==> src/rtl/box_muller_radius.sv <==
// Box-Muller radius stage: radius = sqrt(-2 * ln_x), signed Q3.28 in, unsigned Q3.28 out.
// Restoring digit-by-digit square root, one root bit per clock, valid/ready on both sides.
// Optional macro GRNG_SQRT_ROUND_EN: one extra guard iteration and round-half-up result.
module box_muller_radius #(
    parameter int unsigned FRAC_BITS = 28,
    parameter int unsigned WIDTH     = 32
) (
    input  logic             clk,
    input  logic             rst,
    input  logic             in_valid,
    output logic             in_ready,
    input  logic [WIDTH-1:0] ln_x,
    output logic             out_valid,
    input  logic             out_ready,
    output logic [WIDTH-1:0] radius,
    output logic             domain_err
);

`ifdef GRNG_SQRT_ROUND_EN
    localparam int unsigned NumIter = 32;
`else
    localparam int unsigned NumIter = 31;
`endif
    localparam int unsigned RadW  = 2 * NumIter;  // radicand bits consumed two per step
    localparam int unsigned RemQW = NumIter + 2;  // stored partial remainder
    localparam int unsigned RemSW = RemQW + 2;    // remainder after bringing down two bits

    typedef enum logic [1:0] {StIdle, StCalc, StDone} state_e;

    state_e             state_q, state_d;
    logic [4:0]         cnt_q, cnt_d;
    logic [RadW-1:0]    rad_q, rad_d;
    logic [RemQW-1:0]   rem_q, rem_d;
    logic [NumIter-1:0] root_q, root_d;
    logic               err_q, err_d;

    logic               accept;
    logic               ln_pos;
    logic signed [WIDTH:0] ln_ext;
    logic signed [WIDTH:0] ln_neg;
    logic [WIDTH:0]     v_op;
    logic [RadW-1:0]    rad_init;
    logic [RemSW-1:0]   rem_sh;
    logic [RemSW-1:0]   trial;
    logic               ge;

    assign accept = in_valid && in_ready;

    // Operand formation: v = -2*ln_x as unsigned Q5.28; -8.0 maps to exactly 2^32
    always_comb begin
        ln_pos = !ln_x[WIDTH-1] && (|ln_x);
        ln_ext = {ln_x[WIDTH-1], ln_x};
        ln_neg = -ln_ext;
        v_op   = ln_pos ? '0 : (ln_neg <<< 1);
        // Q5.56 radicand, left-justified so the top two bits are consumed first
        rad_init = RadW'({v_op, {FRAC_BITS{1'b0}}}) << (RadW - 62);
    end

    // One restoring square-root step: bring down two bits, trial-subtract (4*root + 1)
    always_comb begin
        rem_sh = {rem_q, rad_q[RadW-1 -: 2]};
        trial  = RemSW'({root_q, 2'b01});
        ge     = (rem_sh >= trial);
    end

    // Datapath next-state
    always_comb begin
        cnt_d  = cnt_q;
        rad_d  = rad_q;
        rem_d  = rem_q;
        root_d = root_q;
        err_d  = err_q;
        if (state_q == StIdle && accept) begin
            cnt_d  = 5'(NumIter - 1);
            rad_d  = rad_init;
            rem_d  = '0;
            root_d = '0;
            err_d  = ln_pos;
        end else if (state_q == StCalc) begin
            cnt_d  = cnt_q - 5'd1;
            rad_d  = rad_q << 2;
            rem_d  = ge ? RemQW'(rem_sh - trial) : RemQW'(rem_sh);
            root_d = {root_q[NumIter-2:0], ge};
        end
    end

    // FSM state register and datapath registers
    always_ff @(posedge clk) begin
        if (rst) begin
            state_q <= StIdle;
            cnt_q   <= '0;
            rad_q   <= '0;
            rem_q   <= '0;
            root_q  <= '0;
            err_q   <= 1'b0;
        end else begin
            state_q <= state_d;
            cnt_q   <= cnt_d;
            rad_q   <= rad_d;
            rem_q   <= rem_d;
            root_q  <= root_d;
            err_q   <= err_d;
        end
    end

    // FSM next-state logic
    always_comb begin
        state_d = state_q;
        unique case (state_q)
            StIdle:  if (accept) state_d = StCalc;
            StCalc:  if (cnt_q == 5'd0) state_d = StDone;
            StDone:  if (out_ready) state_d = StIdle;
            default: state_d = StIdle;
        endcase
    end

    // FSM outputs; in_ready is masked by rst so nothing is accepted during reset
    always_comb begin
        in_ready   = (state_q == StIdle) && !rst;
        out_valid  = (state_q == StDone);
        domain_err = err_q;
    end

    // Result formatting: guard bit rounds half-up; max 4.0 keeps the add from overflowing
    always_comb begin
`ifdef GRNG_SQRT_ROUND_EN
        radius = WIDTH'({1'b0, root_q[NumIter-1:1]}) + WIDTH'(root_q[0]);
`else
        radius = WIDTH'({1'b0, root_q});
`endif
    end

endmodule

==> config.mk <==
export PLATFORM = sky130hd
export DESIGN_NAME = box_muller_radius
export DESIGN_NICKNAME = d
export VERILOG_FILES = /design/src/rtl/box_muller_radius.sv
export SDC_FILE = /design/constraint.sdc
export NUM_CORES = 1
export LEC_CHECK = 0
export ABC_AREA = 0
export BUFFER_PORTS_ARGS = -buffer_cell sky130_fd_sc_hd__buf_2
export CAP_MARGIN = 20
export CORE_UTILIZATION = 35
export CTS_CLUSTER_SIZE = 28
export DETAILED_ROUTE_END_ITERATION = 16
export HOLD_SLACK_MARGIN = 0.06
export PLACE_DENSITY = 0.6
export SLEW_MARGIN = 20
export SYNTH_ARGS = -nofsm -noshare
export SYNTH_HDL_FRONTEND = slang
export SYNTH_SLANG_ARGS = --single-unit
==> constraint.sdc <==
create_clock -name clk -period 3 [get_ports clk]
set_input_delay 0.6 -clock clk [delete_from_list [all_inputs] [get_ports clk]]
set_output_delay 0.6 -clock clk [all_outputs]
set_load 0.005 [all_outputs]
Yosys cells after proc, flatten, opt, wreduce, memory -nomap -nowiden --
Cells that the tools add are included.
Word-level totals: ROM bits 0, memories 0, RAM bits 0, input bits 36, output and inout bits 35, bits in registers 106, bits in latches 0
Operators by class: magnitude comparators 1, multiply operators 0, shift operators 0, bitwise operators 0, add/sub/neg operators 3, equality and inequality tests 5, reduce and logical (&&, ||, !) cells 12, divide/modulo/power cells 0, mux-type cells 10
Operator list (number):
- 61-bit two-way mux | 2
- 33-bit two-way mux | 2
- 35-bit by 33-bit >= comparator with 1-bit output | 1
- 33-bit subtractor | 1
- 32-bit negator | 1
- 32-bit OR reduction | 1
- 5-bit two-way mux | 2
- 2-bit two-way mux | 3
- 2-bit one-hot mux with 3 select lines | 1
- 5-bit zero test | 1
- 5-bit by 1-bit subtractor with 5-bit output, second input constant | 1
- 1-bit logical AND | 4
- 2-bit by 1-bit inequality test with 1-bit output, second input constant | 2
- 3-bit AND reduction | 1
- 2-bit by 1-bit == test with 1-bit output, second input constant | 1
- 2-bit == test, second input constant | 1
- 1-bit zero test | 2
- 2-bit zero test | 1
- 2-bit inequality test, second input constant | 1
- 2-bit nonzero test | 1
- 2-bit OR reduction | 1

Logic depth before layout (Yosys ltp) --
Gate-level depths: netlist (run 1).
word-level depth 5, mapped depth 13

Worst setup path after synthesis (run 1) --
Ideal clock, no wire load.
path kind register to register, start point register root_q[8], end point register rem_q[30], period minus slack after synthesis 2.805 ns, required time 2.883 ns, stages on the path, launching flop included 12, path slack 0.195 ns, arrival 2.688 ns, cells stage by stage dfxtp_1 > inv_1 > ha_1 > nand2_2 > or4_4 > o21ba_4 > o211ai_2 > a211o_2 > a2111oi_4 > o21ai_0 > a31oi_1 > nor2_1
On the way: longest elaborated chain between the ends 2
Ends and longest elaborated chain:
- start, declared | line 34 | logic [NumIter-1:0] root_q, root_d;
- start signal, assigned | line 101 | root_q <= root_d;
- 33-bit subtractor / 35-bit by 33-bit >= comparator with 1-bit output (equally long branches) | line 82, 63
- 33-bit two-way mux * | line 82 | rem_d = ge ? RemQW'(rem_sh - trial) : RemQW'(rem_sh);
- end signal, assigned | line 100 | rem_q <= rem_d;
- end, declared | line 33 | logic [RemQW-1:0] rem_q, rem_d;
Every way passes the cells marked *; elsewhere a longest branch is shown, timed or not. A chain may end at the register's enable or synchronous reset.

Worst setup path in the final report (run 1) --
start point register root_q[7], end point register rem_q[30]
Same word-level chain as after synthesis.

==> impl_metrics.py, run 1 <==
metrics = {
    "synth": {
        "syn-mean-instance-area_um2": 7.56,
        "synthCells": 889,
        "synth_edf_count": 0,
        "syn_nets": 961,
        "synth_area_um2": 6720,
        "ys_seq_area_share_pct": 31.3,
        "ys_seq_elements": 105,
        "synthArstFlopShare_pct": 0,
        "synth.distinct_cells": 62,
        "synth-main-ff-cell": "dfxtp_1",
        "ys_warn_count": 0,
    },
    "final_layout": {
        "layout_common_cells": "nand2_1 (133), dfxtp_1 (98), a21oi_1 (89)",
        "postLayoutCellArea_um2": 7870,
        "drive_gt1_share_pct": 17.7,
        "diodes": 0,
        "final_nets": 1033,
        "fin_cells": 1200,
        "layout_commonest_cell": "nand2_1",
        "area_growth_pct": 17.1,
    },
    "cts": {
        "clockRootBuffer": "clkbuf_16",
        "cts_buffers": 9,
        "htree_num_levels": 3,
        "cts_tree": "built",
        "cts-hold-fix-buffers": 0,
        "clk_transition_reported_paths_ns": 0.08,
        "cts.path.max_buffers": 2,
        "clk_latency_ns": 0.36,
        "cts.sinks": 105,
        "cts_setup_buffers": 0,
    },
    "floorplan": {
        "coreArea_um2": 18800,
        "die_w_um": 141,
        "die_area_um2": 19800,
        "io_pins": 71,
        "start_util_pct": 35.8,
        "rows": 50,
        "die_h_um": 141,
    },
    "placement": {
        "place_area_um2": 7430,
        "io_buffers": 69,
        "dpl.hpwl_mm": 12.6,
        "place_inst": 1183,
        "place_ws_ns": 0.0330,
        "finalWeightedCongestion": 0.865,
    },
    "sta": {
        "setup_slack_ns": 0.159,
        "fin_crit_sh_pct": 94.7,
        "skew_ns": 0.00760,
        "setup_viol": 0,
        "fin_tns_setup_ns": 0,
        "max_clock_freq_mhz": 352,
        "tightest_slew_ns": 0.760,
        "maxSlewViolCount": 0,
        "period_needed_ns": 2.84,
        "timing.slew.headroom_pct": 49.3,
        "hold_viol_final": 0,
        "hold_ws_ns": 0.456,
    },
    "drt": {
        "drc": 0,
        "wl_per_cell_um": 14.3,
        "drtIter0Drc": 342,
        "first_pass_iters": 5,
        "ant_nets": 0,
        "viasPerCell": 5.17,
        "routed-via-count": 6207,
        "routed_wl_mm": 17.2,
    },
    "hold_path": {
        "holdCritPathClass": "register to register",
        "holdPathStages": 2,
    },
    "critical_path": {
        "cp-end-kind": "register",
        "required_ns": 3.25,
        "crit_type": "register to register",
        "arrival_ns": 3.09,
        "path_max_fanout": 4,
        "start_kind": "register",
        "rr_worst_depth": 11,
    },
    "power_and_ir_drop": {
        "p_per_area_nw_per_um2": 906,
        "p_leak_nw": 3.17,
        "vdd_drop_max_mv": 0.488,
    },
    "grt": {
        "grt_pass1_vias": 5941,
        "gr-total-overflow": 0,
        "grt_pass1_wl_mm": 28.9,
        "track_usage_pct": 17.8,
        "antenna_found_initial": 0,
        "grt_max_degree": 41,
    },
    "job": {
        "max_cap_viol_count": 0,
    },
    "outcome": {
        "status": "complete, no violations",
    },
}
path summary, 6_finish.rpt:
check                  from        end  slack, ns
setup reg to reg  root_q[7]  rem_q[30]       0.16
hold reg to reg   rad_q[59]  rad_q[61]       0.46
setup / recovery  root_q[7]  rem_q[30]       0.16
hold / removal    rad_q[59]  rad_q[61]       0.46
worst max-delay path: stages (launching register included):
cell       delay [ns]
dfxtp_2          0.35
inv_1            0.07
ha_4             0.28
nand2_2          0.06
or4_4            0.51
o21ba_4          0.25
o211ai_2         0.12
a211o_4          0.37
a2111oi_4        0.36
o21ai_1          0.12
a31oi_1          0.18
nor2_1           0.06
flip-flops by register name, summed over array words and instances (netlist names):
| signal | count |
|---|---|
| cnt_q | 5 |
| domain_err | 1 |
| rad_q | 33 |
| rem_q | 33 |
| root_q | 31 |
| state_q | 2 |
cells by family (layout without fill, tap and decap cells):
| kind of cell | count (synthesis) | after routing | share of synthesized area (%) |
|---|---|---|---|
| AO/OA/AOI/OAI | 271 | 271 | 24.6 |
| XOR/XNOR | 55 | 55 | 7.17 |
| adder cells (fa/ha/maj) | 36 | 36 | 6.71 |
| buffers and inverters | 101 | 178 | 7.19 |
| flip-flops | 105 | 105 | 31.3 |
| multiplexers | 21 | 21 | 3.13 |
| other | 1 | 1 | 0.0558 |
| AND/OR/NAND/NOR | 299 | 299 | 19.9 |
layout make-up:
| type | instances | area, um2 |
|---|---|---|
| Tap cell | 234 | 293 |
| Timing Repair Buffer | 115 | 737 |
| Inverter | 47 | 176 |
| Clock inverter | 7 | 76.3 |
| Multi-Input combinational cell | 683 | 4250 |
| Sequential cell | 105 | 2110 |
| Clock buffer | 9 | 225 |
| Fill cell | 1960 | 10900 |
power breakdown:
| group | switching (mW) | leakage (nW) | total, mW | internal, mW |
|---|---|---|---|---|
| clock | 0.613 | 0.140 | 1.20 | 0.590 |
| sequential | 0.146 | 0.862 | 1.74 | 1.59 |
| combinational | 2.30 | 2.17 | 4.19 | 1.89 |
metrics by stage:
step	power, mW	utilization, %
floorplan	4.82	-
global placement	5.68	39.6
detailed placement	5.68	39.6
CTS	6.93	41.2
global route	7.67	41.9
finish	7.13	41.9
routing by layer:
metal	GRT usage [%]	share of wire (%)	up-vias
li1	-	-	3241
met1	23.8	50	2862
met2	29.0	45	92
met3	3.83	3.7	12
met4	4.86	1.0	0
met5	0	0	-
timing repair:
item | CTS | global route
hold endpoints to repair | 0 | 0
endpoints found under the setup margin | 0 | 34
gates resized for setup | 0 | 30
synthesized netlist by cell type, types with 4 or more instances:
cell	instances	area, um2
nand2_1	135	507
dfxtp_1	105	2100
a21oi_1	90	450
o21ai_0	81	405
nor2_1	80	300
inv_1	47	176
xnor2_1	37	324
ha_1	36	450
a211oi_1	32	240
clkbuf_1	31	116
nand3_1	24	120
mux2i_1	21	210
xor2_1	18	158
a21o_1	12	90.1
a31oi_1	10	62.6
nor3_1	10	50.1
buf_4	8	60.1
nor4_1	8	50.1
nand4_1	7	43.8
or3_1	7	43.8
buf_6	6	67.6
o21a_1	6	45.0
a21boi_0	5	37.5
nand2b_1	5	31.3
o211ai_1	5	37.5
nand3b_1	4	30.0
o21bai_1	4	30.0
o31ai_1	4	30.0
No activity file was read; power rests on OpenSTA's default activity.
==> run 2, diff against run 1 <==
==> constraint.sdc (replaced) <==
create_clock -name clk -period 3 [get_ports clk]
set_input_delay 0 -clock clk [delete_from_list [all_inputs] [get_ports clk]]
set_output_delay 0 -clock clk [all_outputs]
set_load 0.005 [all_outputs]
==> impl_metrics.py, run 2 (same netlist as run 1, synthesis figures left out) <==
metrics = {
    "cts": {
        "cts.sinks": 105,
        "clk_latency_ns": 0.36,
        "clk_transition_reported_paths_ns": 0.08,
        "cts_buffers": 9,
        "clockRootBuffer": "clkbuf_16",
        "cts_tree": "built",
        "cts.path.max_buffers": 2,
        "htree_num_levels": 3,
    },
    "outcome": {
        "status": "complete, no violations",
    },
    "grt": {
        "grt_pass1_wl_mm": 29.1,
        "grt_pass1_vias": 6050,
        "antenna_found_initial": 0,
        "gr-total-overflow": 0,
        "track_usage_pct": 18.1,
        "grt_max_degree": 42,
    },
    "drt": {
        "top_layer": "met4",
        "ant_nets": 0,
        "drt-met1-wl_mm": 8.63,
        "first_pass_iters": 5,
        "viasPerCell": 5.12,
        "wl_met3_um": 561,
        "met2_wirelength_mm": 7.91,
        "wl_per_cell_um": 14.1,
        "routed-via-count": 6313,
        "drc": 0,
        "routed_wl_mm": 17.3,
        "drtIter0Drc": 332,
    },
    "hold_path": {
        "holdCritPathClass": "primary input to register",
        "holdPathStages": 4,
        "hp-start": "ln_x[8]",
        "hold_end": "rad_q[37]",
    },
    "final_layout": {
        "diodes": 0,
        "drive_gt1_share_pct": 17.3,
        "utilization_pct": 43.9,
        "layout_commonest_cell": "nand2_1",
        "largest_registers": "rad_q: 33 flops, rem_q: 33 flops, root_q: 31 flops",
        "layout_common_cells": "nand2_1 (133), dfxtp_1 (98), a21oi_1 (84)",
        "area_growth_pct": 22.8,
        "final_nets": 1065,
    },
    "critical_path": {
        "required_ns": 3.25,
        "crit_chain": "inv_1, ha_4, nand2_2, or4_4, o21ba_4, o211ai_2, a211o_4, a2111oi_4, o21ai_0, a31oi_1, nor2_1",
        "crit_path_start": "root_q[7]",
        "rrSetupSlack_ns": 0.12,
        "rr_worst_depth": 11,
        "cp-end-kind": "register",
        "cp.buffers_inverters": 1,
        "arrival_ns": 3.13,
        "path_max_fanout": 4,
        "crit_path_top_delay_cell": "or4_4",
        "reg2reg_to": "rem_q[30]",
        "crit_type": "register to register",
        "cp_slowest_stage_delay_ns": 0.52,
        "critPathTopFamily": "compound AO/OA/AOI/OAI gates",
        "r2r-start": "root_q[7]",
        "start_kind": "register",
    },
    "floorplan": {
        "coreArea_um2": 18800,
        "die_h_um": 141,
        "io_pins": 71,
        "die_area_um2": 19800,
        "start_util_pct": 35.8,
        "rows": 50,
        "die_w_um": 141,
    },
    "sta": {
        "hold_viol_final": 0,
        "setup_viol": 0,
        "max_clock_freq_mhz": 347,
        "period_needed_ns": 2.88,
        "maxSlewViolCount": 0,
        "timing.slew.headroom_pct": 65.3,
        "skew_ns": 0.0126,
        "setup_slack_ns": 0.115,
        "fin_crit_sh_pct": 96.2,
        "tightest_slew_ns": 0.517,
    },
    "placement": {
        "dpl.hpwl_mm": 12.3,
        "place_ws_ns": 0.0555,
        "finalWeightedCongestion": 0.863,
        "io_buffers": 69,
    },
    "job": {
        "max_cap_viol_count": 0,
    },
    "power_and_ir_drop": {
        "p_per_area_nw_per_um2": 875,
        "vdd_drop_max_mv": 0.462,
        "p_leak_nw": 3.33,
    },
}
[run 2: cell types whose count changed in the layout (fill, tap and decap cells not counted), sizes merged]
cell / before / now
dlygate4sd3: 0 / 35
buf: 114 / 112
bufinv: 0 / 2
clkinvlp: 2 / 0
clkbuf: 10 / 9
[run 2: per-stage QoR]
stage	hold slack [ns]	setup TNS, ns	power [mW]	instance area, um2	instances
floorplan	0.0422	0	4.82	6720	889
global placement	0.257	0	5.65	7400	1180
detailed placement	0.271	0	5.63	7400	1180
CTS	0.100	0	7.02	8070	1231
global route	0.110	-0.00950	7.78	8250	1232
finish	0.101	0	7.22	8250	1232
[run 2: worst max-delay path by stage]
stage	endpoint	slack, ns	cells past startpoint
finish	rem_q[30]	0.12	11
global placement	rem_q[30]	0.07	11
CTS	rem_q[28]	0.02	11
floorplan	rem_q[30]	0.20	11
global route	rad_q[52]	-0.01	11
detailed placement	rem_q[28]	0.06	11
[run 2: area by class of cell]
type                       instances  area (um2)
fill                            1911       10500
multi-input combinational        683        4300
sequential                       105        2110
timing repair buffer             147        1050
tap                              234         293
clock buffer                       9         225
inverter                          47         176
clock inverter                     7        98.8
[run 2: report_power, final]
group | switching [mW] | internal (mW) | leakage, nW | total (mW)
clock network | 0.575 | 0.741 | 0.162 | 1.32
logic | 2.28 | 1.88 | 2.31 | 4.16
registers | 0.148 | 1.59 | 0.862 | 1.74
total | 3.00 | 4.22 | 3.33 | 7.22
[run 2: what timing repair did]
item,4_1_cts,5_1_grt
hold endpoints to repair,33,0
hold buffers,35,0
resized for setup,0,37
setup buffers,0,1
endpoints found under the setup margin,0,35
[run 2: metal layers]
metal / up-vias / GRT usage (%)
met1: 2917 / 24.2
met5: - / 0
met4: 0 / 5.66
met2: 87 / 29.7
met3: 16 / 3.18
li1: 3293 / -
[run 2: worst min-delay path, stage by stage]
cell and delay [ns]:
buf_2 0.13, xnor2_1 0.09, a21oi_1 0.15, nor3_1 0.06
